## src/rtl/spi_byte_if_if.sv

```systemverilog
// SPI slave pins plus the parallel byte handshake for spi_byte_if.
// The slave modport is the byte interface's own view; master is the SPI master plus message layer.
interface spi_byte_if_if;
  logic       SCLK;
  logic       SS;
  logic       MOSI;
  logic       MISO;
  logic       misoOe;
  logic       rxValid;
  logic [7:0] rx;
  logic [7:0] tx;

  modport slave (
    input  SCLK, SS, MOSI, tx,
    output MISO, misoOe, rxValid, rx
  );

  modport master (
    output SCLK, SS, MOSI, tx,
    input  MISO, misoOe, rxValid, rx
  );
endinterface

```

## src/rtl/spi_byte_if.sv

```systemverilog
// SPI mode-0 byte slave, MSB first, oversampled on sysClk.
// Receives bytes on MOSI into rx and shifts tx out on MISO.
module spi_byte_if (
  input  logic         sysClk,
  input  logic         usrReset,
  spi_byte_if_if.slave spi
);

  typedef enum logic {
    IDLE   = 1'b0,
    ACTIVE = 1'b1
  } state_t;

  state_t     state_q, state_d;

  // Bit 0 is the metastability flop, bit 1 the synchronized value, bit 2 its previous value.
  logic [2:0] sclk_sync;
  logic [2:0] ss_sync;
  logic [1:0] mosi_sync;

  logic       sclk_rise, sclk_fall;
  logic       ss_rise, ss_fall;
  logic       mosi_bit;

  logic       start_frame, stop_frame, shift_in, shift_out;

  logic [2:0] bit_cnt;
  logic [7:0] rx_shift;
  logic [7:0] tx_shift;
  logic [7:0] rx_q;
  logic       rx_valid_q;
  logic [7:0] rx_next;

  // NOTE: sequential state uses non-blocking assignments so every flop samples pre-edge values.
  always_ff @(posedge sysClk or posedge usrReset) begin
    if (usrReset) begin
      sclk_sync <= 3'b000;
      ss_sync   <= 3'b111;
      mosi_sync <= 2'b00;
    end else begin
      sclk_sync <= {sclk_sync[1:0], spi.SCLK};
      ss_sync   <= {ss_sync[1:0], spi.SS};
      mosi_sync <= {mosi_sync[0], spi.MOSI};
    end
  end

  assign sclk_rise = sclk_sync[1] & ~sclk_sync[2];
  assign sclk_fall = ~sclk_sync[1] & sclk_sync[2];
  assign ss_rise   = ss_sync[1] & ~ss_sync[2];
  assign ss_fall   = ~ss_sync[1] & ss_sync[2];
  assign mosi_bit  = mosi_sync[1];

  always_ff @(posedge sysClk or posedge usrReset) begin
    if (usrReset) begin
      state_q <= IDLE;
    end else begin
      state_q <= state_d;
    end
  end

  // NOTE: every always_comb output gets a default first so no path can infer a latch.
  always_comb begin
    state_d     = state_q;
    start_frame = 1'b0;
    stop_frame  = 1'b0;
    shift_in    = 1'b0;
    shift_out   = 1'b0;
    case (state_q)
      IDLE: begin
        if (ss_fall) begin
          state_d     = ACTIVE;
          start_frame = 1'b1;
        end
      end
      ACTIVE: begin
        // Deselect wins over a coincident SCLK edge.
        if (ss_rise) begin
          state_d    = IDLE;
          stop_frame = 1'b1;
        end else begin
          shift_in  = sclk_rise;
          shift_out = sclk_fall;
        end
      end
      default: state_d = IDLE;
    endcase
  end

  assign rx_next = {rx_shift[6:0], mosi_bit};

  // NOTE: the shift registers are plain flops, not a memory array, so all of them reset cleanly.
  always_ff @(posedge sysClk or posedge usrReset) begin
    if (usrReset) begin
      bit_cnt    <= 3'd0;
      rx_shift   <= 8'h00;
      tx_shift   <= 8'h00;
      rx_q       <= 8'h00;
      rx_valid_q <= 1'b0;
    end else begin
      rx_valid_q <= 1'b0;
      if (start_frame) begin
        bit_cnt  <= 3'd0;
        tx_shift <= spi.tx;
      end else if (stop_frame) begin
        // A partial byte is dropped; clearing tx_shift keeps MISO low while idle.
        bit_cnt  <= 3'd0;
        rx_shift <= 8'h00;
        tx_shift <= 8'h00;
      end else if (shift_in) begin
        rx_shift <= rx_next;
        bit_cnt  <= bit_cnt + 3'd1;
        if (bit_cnt == 3'd7) begin
          rx_q       <= rx_next;
          rx_valid_q <= 1'b1;
        end
      end else if (shift_out) begin
        // bit_cnt wraps to 0 after the eighth rise, so the falling edge that follows starts the next byte.
        if (bit_cnt == 3'd0) begin
          tx_shift <= spi.tx;
        end else begin
          tx_shift <= {tx_shift[6:0], 1'b0};
        end
      end
    end
  end

  assign spi.MISO    = tx_shift[7];
  assign spi.misoOe  = (state_q == ACTIVE);
  assign spi.rxValid = rx_valid_q;
  assign spi.rx      = rx_q;

endmodule

```

## src/flat_wrapper.sv

```systemverilog
// flat-port wrapper written by rule: the top's interface ports become plain ports
module spi_byte_if_flat 
  (sysClk, usrReset, spi_SCLK, spi_SS, spi_MOSI, spi_tx, spi_MISO, spi_misoOe, spi_rxValid, spi_rx);
  spi_byte_if_if spi_i ();
  input  logic sysClk;
  input  logic usrReset;
  input wire logic [$bits(spi_i.SCLK)-1:0] spi_SCLK;
  input wire logic [$bits(spi_i.SS)-1:0] spi_SS;
  input wire logic [$bits(spi_i.MOSI)-1:0] spi_MOSI;
  input wire logic [$bits(spi_i.tx)-1:0] spi_tx;
  output wire logic [$bits(spi_i.MISO)-1:0] spi_MISO;
  output wire logic [$bits(spi_i.misoOe)-1:0] spi_misoOe;
  output wire logic [$bits(spi_i.rxValid)-1:0] spi_rxValid;
  output wire logic [$bits(spi_i.rx)-1:0] spi_rx;
  assign spi_i.SCLK = spi_SCLK;
  assign spi_i.SS = spi_SS;
  assign spi_i.MOSI = spi_MOSI;
  assign spi_i.tx = spi_tx;
  assign spi_MISO = spi_i.MISO;
  assign spi_misoOe = spi_i.misoOe;
  assign spi_rxValid = spi_i.rxValid;
  assign spi_rx = spi_i.rx;
  spi_byte_if u_core (.sysClk(sysClk), .usrReset(usrReset), .spi(spi_i));
endmodule
```

## config.mk

```make
export PLATFORM = sky130hd
export DESIGN_NAME = spi_byte_if_flat
export DESIGN_NICKNAME = d
export VERILOG_FILES = /design/src/rtl/spi_byte_if_if.sv /design/src/rtl/spi_byte_if.sv /design/src/flat_wrapper.sv
export SDC_FILE = /design/constraint.sdc
export NUM_CORES = 1
export LEC_CHECK = 0
export ABC_AREA = 1
export BUFFER_PORTS_ARGS = -buffer_cell sky130_fd_sc_hd__buf_2
export CORE_MARGIN = 2
export CORE_UTILIZATION = 40
export CTS_CLUSTER_DIAMETER = 30
export DETAILED_ROUTE_END_ITERATION = 8
export HOLD_SLACK_MARGIN = 0.1
export SETUP_SLACK_MARGIN = 0.5
export SYNTH_ARGS = -nofsm -noshare
export SYNTH_HDL_FRONTEND = slang
export SYNTH_SLANG_ARGS = --single-unit
export TNS_END_PERCENT = 1
```

## constraint.sdc

```tcl
create_clock -name sysClk -period 2.1 [get_ports sysClk]
set_input_delay 0.21 -clock sysClk [delete_from_list [all_inputs] [get_ports sysClk]]
set_output_delay 0.21 -clock sysClk [all_outputs]
set_load 0.1 [all_outputs]
```

## Word-level counts from Yosys, hierarchy flattened

Cells that the tools add are included.

- Bits in registers: 36
- Input bits: 13

- Bitwise operators: 11
- Mux-type cells: 24
- Eq/ne operators: 2
- Add/subtract/negate cells: 1
- Reductions and logical operators: 7

Operator list:

| cell | number |
|---|---|
| $mux 8 | 5 |
| $mux 7 | 2 |
| $mux 1 | 13 |
| $mux 3 | 3 |
| $not 1->1 | 7 |
| $reduce_bool 3->1 | 2 |
| $and 1x1->1 | 4 |
| $reduce_and 2->1 | 2 |
| $reduce_and 4->1 | 1 |
| $add 3x1->3 const B | 1 |
| $eq 3x3->1 const B | 1 |
| $logic_not 3->1 | 1 |
| $ne 3x1->1 const B | 1 |
| $pmux 1 s2 | 1 |
| $reduce_bool 2->1 | 1 |

## Longest topological paths before layout

- Depth in word-level cells: 8
- Depth in mapped cells: 8
- Depth with buffers taken out: 8

## Least setup slack after synthesis

OpenSTA, ideal clock, no wires.

- Path type: reg-to-reg
- Start point: register u_core.state_q (netlist: u_core.spi.misoOe)
- End point: register u_core.tx_shift[7]
- Slack: 0.256 ns
- Stages on the path, launching flop included: 7
- Arrival: 1.724 ns
- Library setup time: 0.121 ns
- Cell sequence: dfrtp_1 -> nand3_2 -> nand2_1 -> inv_1 -> buf_2 -> nand3_1 -> nand2_1

- Cells in the longest elaborated chain, start to end: 3

RTL lines:

| what | line | RTL |
|---|---|---|
| start: declaration | spi_byte_if.sv:14 | `state_t state_q, state_d;` |
| start signal: assignment | spi_byte_if.sv:57 | `state_q <= state_d;` |
| $mux 1 | spi_byte_if.sv:68 | `case (state_q)` |
| $ne 3x1->1 (no line), or another cell as far along | - |  |
| $reduce_and 2->1 (no line) / $mux 8 (equally long branches) | - |  |
| end signal: assignment | spi_byte_if.sv:103 | `tx_shift <= spi.tx;` |
| end signal: assignment | spi_byte_if.sv:119 | `tx_shift <= spi.tx;` |
| end signal: assignment | spi_byte_if.sv:121 | `tx_shift <= {tx_shift[6:0], 1'b0};` |
| end: declaration | spi_byte_if.sv:29 | `logic [7:0] tx_shift;` |

Several ways; a longest one is shown, not always the timed one.
A chain may end at the register's enable or synchronous reset.

## Worst setup path in the final report

- Start point: register u_core.ss_sync[2]
- End point: register u_core.tx_shift[6]

- Cells in the longest elaborated chain, start to end: 6

RTL lines:

| what | line | RTL |
|---|---|---|
| start: declaration | spi_byte_if.sv:18 | `logic [2:0] ss_sync;` |
| start signal: assignment | spi_byte_if.sv:42 | `ss_sync <= {ss_sync[1:0], spi.SS};` |
| $not 1->1 | spi_byte_if.sv:49 | `assign ss_rise = ss_sync[1] & ~ss_sync[2];` |
| $and 1x1->1 | spi_byte_if.sv:49 |  |
| $mux 1 | spi_byte_if.sv:77 | `if (ss_rise) begin` |
| $mux 1 | spi_byte_if.sv:68 |  |
| $ne 3x1->1 (no line), or another cell as far along | - |  |
| $reduce_and 2->1 (no line) / $mux 8 (equally long branches) | - |  |

Several ways; a longest one is shown, not always the timed one.

==> impl_metrics.tcl <==
set metrics [dict create \
    status "finished clean" \
    gr-usage-all-layers_pct 14.26 \
    postSynthCellCount 177 \
    cts_sinks 36 \
    yosysWarnings 0 \
    yosysTopAreaCell "dfrtp_1" \
    remaining_drc_errors 0 \
    floorplan.initialDensity_pct 42.58 \
    layout_common_cells "nand2_1, dfrtp_1, inv_1" \
    ant_nets 0 \
    grt_pass1_wl_mm 4.671 \
    power_density_nw_per_um2 948.2 \
    rows 22 \
    crit_arrival_ns 1.58 \
    yosysTopAreaCellShare_pct 51.81 \
    hpwl_mm 2.006 \
    min_path_type "in2reg" \
    coreArea_um2 3744 \
    htree_levels 2 \
    endpoint_kind "register" \
    diodes 0 \
    cp.required_ns 2.27 \
    die_h_um 67.13 \
    cp-start-kind "register" \
    port_buffers 23 \
    max-cap-violations 0 \
    period_needed_ns 1.405 \
    period_share_pct 66.90 \
    cts.path.max_buffers 2 \
    fillerInstances 393 \
    clk_pin_slew_ns 0.06 \
    syn2layout_area_growth_pct 19.39 \
    synth.distinct_cells 18 \
    die_x_um 67.13 \
    clock_skew_ns 0.006529 \
    grt_start_max_net_pins 37 \
    syn_avg_cell_area_um2 9.006 \
    crit_type "reg2reg" \
    drt-total-wl_mm 2.758 \
    place_congestion 0.8162 \
    final_core_util_pct 50.84 \
    antenna_found_initial 0 \
    die_area_um2 4506 \
    worst_pin_slew_ns 0.4894 \
    max_freq_ghz 0.7118 \
    drive_above_1_share_pct 26.54 \
    syn_nets 193 \
    cts_tree "built" \
    fin_tns_setup_ns 0 \
    dr.first_iter.drc_count 74 \
    rsz0062_at_grt "no" \
    drv_slew 0 \
    hold_viol 0 \
    synth_area_um2 1594 \
    final_common_cell "nand2_1" \
    ys_seq_elements 36 \
    crit_path_max_fanout 12 \
    synthTopCellsByArea "dfrtp_1, nand2_1, inv_1" \
    drt_first_pass_iters 4 \
    power_leakage_nw 1.077 \
    finalSetupViolCount 0 \
    slew_headroom_pct 67.60 \
    grt_pass1_vias 1068 \
    postCtsSetupRepairBufs 0 \
    cts_buffers 5 \
    dr_total_vias 1188 \
    gr-total-overflow 0 \
    root_buffer "clkbuf_8" \
    viasPerCell 4.587 \
    vdd_drop_max_mv 0.4418 \
    wl_per_cell_um 10.65 \
    ys_seq_area_share_pct 56.75 \
    clk_latency_ns 0.28 \
    final_nets 226 \
    ios 24 \
]
-- cells by family after synthesis --
group | count (synthesis) | share of synthesized area (%)
simple gates | 84 | 23.70
buf+inv | 37 | 9.419
fa+ha+maj | 3 | 2.355
compound gates | 17 | 7.770
flops | 36 | 56.75
-- layout make-up --
class,instances,area [um^2],share of cell area (%)
Clock buffer,7,86.33,4.536
Multi-Input combinational cell,104,541.8,28.47
Timing Repair Buffer,30,177.7,9.336
Clock inverter,1,7.507,0.3945
Inverter,33,123.9,6.509
Sequential cell,36,905.9,47.60
Tap cell,48,60.06,3.156
-- synthesized netlist by cell type (all sizes together) --
cell type,count
o21ai,9
dfrtp,33
a21oi,1
buf,4
nand2,60
inv,33
o22ai,7
ha,3
nand3,22
dfstp,3
nor2,2
-- critical path, cell delays in order (launching register included) --
cell	delay (ns)
dfstp_2	0.52
inv_1	0.05
nand3_2	0.15
nand2_1	0.09
inv_2	0.18
nand2_2	0.14
nand3_1	0.10
nand2_1	0.05
-- where the power goes --
part	switching, mW	internal (mW)
clock network	0.231	0.266
registers	0.0587	0.796
logic	0.319	0.134
total	0.609	1.20
-- flip-flops by register name (all words and copies together), names as in the netlist --
register,flops
u_core.bit_cnt,3
u_core.mosi_sync,2
u_core.rx_shift,7
u_core.sclk_sync,3
u_core.spi.misoOe,1
u_core.spi.rx,8
u_core.spi.rxValid,1
u_core.ss_sync,3
u_core.tx_shift,8
-- stage by stage --
| step | cells | hold slack (ns) | power (mW) | instance area, um^2 | setup slack, ns |
|---|---|---|---|---|---|
| after floorplan | 177 | 0.2145 | 1.213 | 1595 | 0.5759 |
| after global placement | 247 | 0.3174 | 1.322 | 1767 | 0.4794 |
| after detailed placement | 247 | 0.3193 | 1.320 | 1767 | 0.4627 |
| after CTS | 259 | 0.2335 | 1.832 | 1901 | 0.6205 |
| after global routing | 259 | 0.2434 | 1.937 | 1903 | 0.5250 |
| final | 259 | 0.2382 | 1.804 | 1903 | 0.6951 |
-- per-layer routing --
metal	GRT usage, %	share of wire, %
met5	0	0
met4	9.184	2.5
met3	4.054	2.7
met2	21.04	44
met1	18.22	51
-- what timing repair did --
action	in CTS	in global routing
pin swaps	0	0
setup endpoints to repair	7	6
hold endpoints to repair	36	0
resized for setup	1	1
hold buffers	4	0
-- path summary, 6_finish.rpt --
check	start	endpoint	slack (ns)	cells past startpoint
min	spi_tx[5]	u_core.tx_shift[5]	0.24	5
min reg2reg	u_core.mosi_sync[0]	u_core.mosi_sync[1]	0.36	0
min in group asynchronous	usrReset	u_core.mosi_sync[0]	0.56	4
max in group asynchronous	usrReset	u_core.ss_sync[2]	1.20	4
max reg2reg	u_core.ss_sync[2]	u_core.tx_shift[6]	0.70	7
max	u_core.ss_sync[2]	u_core.tx_shift[6]	0.70	7
No activity file was read; power rests on OpenSTA's default activity.
